File: src/rtl/mdio_pkg.sv
// rtl/mdio_pkg.sv - Clause-22 MDIO codes, frame layout and controller state encoding
package mdio_pkg;

  localparam int FRAME_BITS = 32;
  localparam int RD_OE_BITS = 14;
  localparam int DATA_BITS  = 16;

  localparam logic [1:0] ST_C22 = 2'b01;
  localparam logic [1:0] OP_WR  = 2'b01;
  localparam logic [1:0] OP_RD  = 2'b10;

  localparam int ST_MSB    = 31;
  localparam int OP_MSB    = 29;
  localparam int PHYAD_MSB = 27;
  localparam int REGAD_MSB = 22;
  localparam int TA_MSB    = 17;
  localparam int DATA_MSB  = 15;

  typedef enum logic [2:0] {
    S_IDLE,
    S_PREAMBLE,
    S_SEND,
    S_RECV,
    S_DONE
  } mdio_state_t;

  function automatic logic is_read_op(input logic [1:0] op);
    return op == OP_RD;
  endfunction

endpackage

File: src/rtl/mdio_master_ctrl_if.sv
// rtl/mdio_master_ctrl_if.sv - frame request and MDIO pin bundle of the management master
interface mdio_master_ctrl_if;
  logic        start;
  logic [31:0] t_data;
  logic        mdio_in;
  logic        mdc;
  logic        mdio_out;
  logic        mdio_oe;
  logic [15:0] rd_data;
  logic        data_rdy;
  logic        busy;

  modport master (
    input  start, t_data, mdio_in,
    output mdc, mdio_out, mdio_oe, rd_data, data_rdy, busy
  );

  modport slave (
    output start, t_data, mdio_in,
    input  mdc, mdio_out, mdio_oe, rd_data, data_rdy, busy
  );
endinterface

File: src/rtl/mdio_mdc_div.sv
// rtl/mdio_mdc_div.sv - MDC generator with one-cycle rise/fall enables
module mdio_mdc_div #(
  parameter int CLK_DIV = 4
) (
  input  logic clk,
  input  logic rst,
  input  logic clr,
  input  logic en,
  output logic mdc,
  output logic rise_en,
  output logic fall_en
);
  localparam int CW = $clog2(CLK_DIV);
  localparam logic [CW-1:0] CNT_LAST = CW'(CLK_DIV - 1);
  localparam logic [CW-1:0] CNT_RISE = CW'(CLK_DIV / 2 - 1);

  logic [CW-1:0] cnt;

  // Enables flag the cycle before the edge, so users act on the same clock that moves MDC.
  assign rise_en = en && !clr && (cnt == CNT_RISE);
  assign fall_en = en && !clr && (cnt == CNT_LAST);

  always_ff @(posedge clk or posedge rst) begin
    if (rst) begin
      cnt <= '0;
      mdc <= 1'b0;
    end else if (clr || !en) begin
      cnt <= '0;
      mdc <= 1'b0;
    end else if (cnt == CNT_LAST) begin
      cnt <= '0;
      mdc <= 1'b0;
    end else begin
      cnt <= cnt + 1'b1;
      if (cnt == CNT_RISE) mdc <= 1'b1;
    end
  end
endmodule

File: src/rtl/mdio_master_ctrl.sv
// rtl/mdio_master_ctrl.sv - MDIO Clause-22 master: serialises frames, captures read data
// MDIO_PREAMBLE_EN: prefix each frame with 32 MDC periods of driven ones.
module mdio_master_ctrl
  import mdio_pkg::*;
#(
  parameter int CLK_DIV = 4
) (
  input logic                clk,
  input logic                rst,
  mdio_master_ctrl_if.master bus
);
`ifdef MDIO_PREAMBLE_EN
  localparam mdio_state_t FIRST_STATE = S_PREAMBLE;
`else
  localparam mdio_state_t FIRST_STATE = S_SEND;
`endif

  mdio_state_t state, state_nxt;
  logic [31:0] sreg;
  logic [15:0] sin;
  logic [15:0] rd_data_q;
  logic [5:0]  bit_cnt;
  logic        rd_frame;
  logic        mdc, rise_en, fall_en;
  logic        frame_start, running, last_bit;

  assign frame_start = (state == S_IDLE) && bus.start;
  assign running     = (state == S_PREAMBLE) || (state == S_SEND) || (state == S_RECV);
  assign last_bit    = bit_cnt == 6'(FRAME_BITS - 1);

  mdio_mdc_div #(.CLK_DIV(CLK_DIV)) u_div (
    .clk     (clk),
    .rst     (rst),
    .clr     (frame_start),
    .en      (running),
    .mdc     (mdc),
    .rise_en (rise_en),
    .fall_en (fall_en)
  );

  always_ff @(posedge clk or posedge rst) begin
    if (rst) state <= S_IDLE;
    else     state <= state_nxt;
  end

  always_comb begin
    state_nxt = state;
    case (state)
      S_IDLE:     if (bus.start) state_nxt = FIRST_STATE;
      S_PREAMBLE: if (fall_en && last_bit) state_nxt = S_SEND;
      S_SEND: begin
        if (fall_en) begin
          if (rd_frame && bit_cnt == 6'(RD_OE_BITS - 1)) state_nxt = S_RECV;
          else if (last_bit)                             state_nxt = S_DONE;
        end
      end
      S_RECV:     if (fall_en && last_bit) state_nxt = S_DONE;
      S_DONE:     state_nxt = S_IDLE;
      default:    state_nxt = S_IDLE;
    endcase
  end

  always_ff @(posedge clk or posedge rst) begin
    if (rst) begin
      sreg      <= '0;
      sin       <= '0;
      rd_data_q <= '0;
      bit_cnt   <= '0;
      rd_frame  <= 1'b0;
    end else if (frame_start) begin
      sreg     <= bus.t_data;
      sin      <= '0;
      bit_cnt  <= '0;
      rd_frame <= is_read_op(bus.t_data[OP_MSB -: 2]);
    end else begin
      if (fall_en) begin
        if (state == S_SEND) sreg <= {sreg[30:0], 1'b0};
        // Preamble rolls the counter over into the frame; a frame's last bit parks it.
        if (!last_bit)                 bit_cnt <= bit_cnt + 6'd1;
        else if (state == S_PREAMBLE)  bit_cnt <= '0;
      end
      // Turnaround periods are skipped; only the 16 data periods shift in.
      if (rise_en && state == S_RECV && bit_cnt >= 6'(FRAME_BITS - DATA_BITS))
        sin <= {sin[14:0], bus.mdio_in};
      if (fall_en && state == S_RECV && last_bit)
        rd_data_q <= sin;
    end
  end

  assign bus.mdc      = mdc;
  assign bus.mdio_oe  = (state == S_PREAMBLE) || (state == S_SEND);
  assign bus.mdio_out = (state == S_PREAMBLE) || ((state == S_SEND) && sreg[31]);
  assign bus.rd_data  = rd_data_q;
  assign bus.data_rdy = (state == S_DONE) && rd_frame;
  assign bus.busy     = state != S_IDLE;
endmodule

File: src/flat_wrapper.sv
// flat-port wrapper written by rule: the top's interface ports become plain ports
module mdio_master_ctrl_flat import mdio_pkg::*;
#(
  parameter int CLK_DIV = 4
)
  (clk, rst, bus_start, bus_t_data, bus_mdio_in, bus_mdc, bus_mdio_out, bus_mdio_oe, bus_rd_data, bus_data_rdy, bus_busy);
  mdio_master_ctrl_if bus_i ();
  input logic clk;
  input logic rst;
  input wire logic [$bits(bus_i.start)-1:0] bus_start;
  input wire logic [$bits(bus_i.t_data)-1:0] bus_t_data;
  input wire logic [$bits(bus_i.mdio_in)-1:0] bus_mdio_in;
  output wire logic [$bits(bus_i.mdc)-1:0] bus_mdc;
  output wire logic [$bits(bus_i.mdio_out)-1:0] bus_mdio_out;
  output wire logic [$bits(bus_i.mdio_oe)-1:0] bus_mdio_oe;
  output wire logic [$bits(bus_i.rd_data)-1:0] bus_rd_data;
  output wire logic [$bits(bus_i.data_rdy)-1:0] bus_data_rdy;
  output wire logic [$bits(bus_i.busy)-1:0] bus_busy;
  assign bus_i.start = bus_start;
  assign bus_i.t_data = bus_t_data;
  assign bus_i.mdio_in = bus_mdio_in;
  assign bus_mdc = bus_i.mdc;
  assign bus_mdio_out = bus_i.mdio_out;
  assign bus_mdio_oe = bus_i.mdio_oe;
  assign bus_rd_data = bus_i.rd_data;
  assign bus_data_rdy = bus_i.data_rdy;
  assign bus_busy = bus_i.busy;
  mdio_master_ctrl #(.CLK_DIV(CLK_DIV)) u_core (.clk(clk), .rst(rst), .bus(bus_i));
endmodule
File: config.mk
export PLATFORM = sky130hd
export DESIGN_NAME = mdio_master_ctrl_flat
export DESIGN_NICKNAME = d
export VERILOG_FILES = /design/src/rtl/mdio_pkg.sv /design/src/rtl/mdio_master_ctrl_if.sv /design/src/rtl/mdio_mdc_div.sv /design/src/rtl/mdio_master_ctrl.sv /design/src/flat_wrapper.sv
export SDC_FILE = /design/constraint.sdc
export NUM_CORES = 1
export LEC_CHECK = 0
export BUFFER_PORTS_ARGS = -buffer_cell sky130_fd_sc_hd__buf_2
export CORE_AREA = 2 2 97 99
export CTS_CLUSTER_SIZE = 16
export DETAILED_ROUTE_END_ITERATION = 7
export DIE_AREA = 0 0 99 101
export GPL_TIMING_DRIVEN = 0
export PLACE_DENSITY = 0.59
export SYNTH_ARGS = -nofsm -noshare
export SYNTH_HDL_FRONTEND = slang
export SYNTH_SLANG_ARGS = --single-unit
File: constraint.sdc
create_clock -name clk -period 3.65 [get_ports clk]
set_input_delay 1.095 -clock clk [delete_from_list [all_inputs] [get_ports clk]]
set_output_delay 1.095 -clock clk [all_outputs]
set_load 0.05 [all_outputs]
==> impl_metrics.yaml <==
pwr:
  p_comb_share_pct: 27.6
  power.static_leakage_nw: 2.00
  power_frac_clock_pct: 23.0
  p_per_area_nw_per_um2: 602
  p_int_mw: 1.62
  peakVddDrop_mv: 0.274
  p_switching_uw: 871
  sequential_group_share_of_total_power_pct: 49.4
  sw_frac_of_total_pct: 34.9
timing:
  period_share_pct: 75.1
  setup_ws_ps: 907
  final.setup_skew_ps: 9.85
  finalCriticalPeriod_ps: 2740
  slew_headroom_pct: 63.2
  timing.final.max_slew_violations: 0
  worstMarginPinSlew_ps: 552
  report.final.hold_viol_count: 0
  finalHoldWorstSlack_ps: 481
  max_freq_mhz: 365
  timing.final.setup_violations: 0
  totalNegativeSetupSlack_ps: 0
  rsz_0062_raised_after_global_routing: "false"
final_layout:
  summed_area_of_non_filler_cells_in_the_final_layout_um2: 4150
  share_of_the_core_filled_with_cells_in_the_final_layout_pct: 46.2
  drive_above_1_share_pct: 25.9
  multi_input_area_um2: 1440
  fillerInstances: 872
  most_common_cell_after_layout_fill_and_taps_aside: "sky130_fd_sc_hd__nand2_1"
  diodes: 0
  layout-area-overhead-vs-synth_pct: 17.5
  num-nets-final: 467
  register_area_um2: 1930
  final_cell_mix: "sky130_fd_sc_hd__nand2_1, sky130_fd_sc_hd__dfrtp_1, sky130_fd_sc_hd__buf_2"
grt:
  grt-ovfl-total: 0
  grt_max_degree: 41
  first_pass_grt_wire_length_mm: 13.4
  grt_use_total_pct: 16.6
  vias_in_the_first_global_route: 2768
  grt_antenna_before_repair: 0
worst_setup_path:
  regToRegStartpoint: "u_core.bit_cnt[0]$_DFFE_PP0P_"
  reg2reg_depth: 7
  crit-reg2reg-capture: "u_core.bus.rd_data[5]$_DFFE_PP0P_"
  critPathLaunchType: "flip-flop"
  crit_path_max_fanout: 10
  worstPathArrival_ps: 1650
  crit_path_start: "u_core.state[0]$_DFFE_PP0P_"
  reg2reg_slack_ps: 1610
  worst_setup_path_end_kind: "output port"
  critPathRequiredTime_ps: 2550
  timing_worst_setup_path_type: "reg2out"
synth:
  number_of_flops_mapped_to_enable_cells_by_yosys: 0
  syn-num-nets: 399
  synth_area_um2: 3530
  ys_async_sr_fraction_pct: 100
  synth_top_area_share_pct: 54.6
  number_of_standard_cells_after_synthesis: 359
  synth_cell_types: 48
  synth_warnings: 0
  avgSynthCellArea_um2: 9.83
  seq_total_area_yosys_pct: 54.6
  synth.area.top_cells: "sky130_fd_sc_hd__dfrtp_1, sky130_fd_sc_hd__nand2_1, sky130_fd_sc_hd__a31oi_1"
  synth.largest_area_cell: "sky130_fd_sc_hd__dfrtp_1"
  ys.flop_type: "sky130_fd_sc_hd__dfrtp_1"
  yosys_register_bits: 77
floorplan:
  rows: 35
  starting_utilization_of_the_core_area_pct: 39.3
  pin_count: 57
  vertical_die_dimension_um: 101
  design.die.area_um2: 10000
  die_width_um: 99
  core_region_area_um2: 8980
worst_hold_path:
  min_from: "u_core.u_div.cnt[0]$_DFF_PP0_"
  worst_min_path_class: "reg2reg"
  whs_endpoint: "u_core.u_div.cnt[0]$_DFF_PP0_"
  min_delay_path_depth: 1
detailed_routing:
  detailed_route_wire_length_per_cell_um: 14.3
  drtAntennaViolNets: 0
  dr.pass1.iters: 4
  routed_wl_mm: 7.79
  drc_errors: 0
  detailedRoute.firstIterationViolations: 97
  via_count: 2796
  via_per_inst: 5.15
clock_network:
  clk_path_buf_depth: 2
  cts_tree: "built"
  cts.sink_count: 77
  holdBufCountCts: 0
  cts_buffers: 9
  cts.htree.levels: 3
  cts.repair.resized: 0
  cts_setup_buffers: 0
  cts.root.buffer_cell: "sky130_fd_sc_hd__clkbuf_8"
  clkTransAtPathRegs_ps: 80
  clkLatencyLatePin_ps: 340
run:
  cap_viol_max_count: 0
placement:
  io_buffers: 56
  post-dp-hpwl_mm: 5.37
  place_area_um2: 3970
  place.gp.congestion: 0.829
  dp_worst_setup_slack_ps: 1060
outcome:
  status: "finished clean"
-- power groups by stage --
stage	Clock, mW	Combinational [mW]	Sequential [mW]
floorplan	0	0.520	1.22
global placement	0	0.670	1.24
detailed placement	0	0.691	1.24
CTS	0.595	0.694	1.23
global route	0.633	0.786	1.26
finish	0.573	0.690	1.23
-- registers in the layout (all words and copies together), names as in the netlist --
name and cells:
u_core.u_div.mdc 1, u_core.sreg 32, u_core.state 3, u_core.bit_cnt 6, u_core.rd_frame 1, u_core.u_div.cnt 2
u_core.sin 16, u_core.bus.rd_data 16
-- critical path, stage by stage (launching register included) --
cell                       delay [ps]
sky130_fd_sc_hd__dfrtp_1          420
sky130_fd_sc_hd__buf_2            200
sky130_fd_sc_hd__nand2b_1         170
sky130_fd_sc_hd__a21oi_1          210
sky130_fd_sc_hd__buf_2            310
-- worst max-delay path by stage --
stage | end | cells after the start | slack [ps]
final | bus_mdio_oe | 4 | 910
after global placement | u_core.bit_cnt[0]$_DFFE_PP0P_ | 2 | -390
after CTS | bus_mdio_out | 4 | 880
after detailed placement | u_core.sreg[3]$_DFFE_PP0P_ | 6 | 1060
after floorplan | u_core.bit_cnt[0]$_DFFE_PP0P_ | 1 | 590
after global routing | bus_mdio_oe | 4 | 830
-- per-layer routing --
metal	GRT usage [%]	vias up	wire length (µm)
li1	-	1366	-
met1	22.5	1355	3730
met2	26.4	66	3580
met3	4.72	9	372
met4	4.11	0	111
met5	0	-	0
-- area by class of cell --
cell class                      instances  area share [%]
Inverter                                4           0.422
Multi-Input combinational cell        252            34.6
Clock inverter                          6           0.935
Timing Repair Buffer                   57            7.24
Clock buffer                           10            3.32
Sequential cell                        77            46.5
Tap cell                              111            3.35
Buffer                                 26            3.65
-- through the flow --
step / instances / total power [mW]
floorplan: 359 / 1.75
global placement: 526 / 1.91
detailed placement: 527 / 1.94
CTS: 543 / 2.52
global route: 543 / 2.68
finish: 543 / 2.49
-- logic make-up (layout without fill, tap and decap cells) --
family,after synthesis,in the layout,synth area share [%]
AND/OR/NAND/NOR,168,168,21.6
flip-flops,77,77,54.6
AO/OA/AOI/OAI,61,61,10.7
buffers and inverters,30,103,4.72
multiplexers,19,19,7.02
adder cells (fa/ha/maj),4,4,1.42
-- synthesized netlist by cell type (2+ instances only) --
master                     instances
sky130_fd_sc_hd__a21oi_1          20
sky130_fd_sc_hd__a22oi_1           4
sky130_fd_sc_hd__a31oi_1          24
sky130_fd_sc_hd__buf_2            11
sky130_fd_sc_hd__buf_6             3
sky130_fd_sc_hd__clkbuf_1         10
sky130_fd_sc_hd__dfrtp_1          77
sky130_fd_sc_hd__ha_1              4
sky130_fd_sc_hd__inv_1             4
sky130_fd_sc_hd__mux2_2            6
sky130_fd_sc_hd__mux2_4           10
sky130_fd_sc_hd__mux2i_1           3
sky130_fd_sc_hd__nand2_1          95
sky130_fd_sc_hd__nand2b_1          2
sky130_fd_sc_hd__nand3_1           3
sky130_fd_sc_hd__nand3b_1          3
sky130_fd_sc_hd__nand4_1           2
sky130_fd_sc_hd__nor2_1           40
sky130_fd_sc_hd__nor3_1            2
sky130_fd_sc_hd__nor4_1            3
sky130_fd_sc_hd__o22ai_1           5
sky130_fd_sc_hd__or3_1             2
Note: power is estimated with default switching activity, not from simulation.
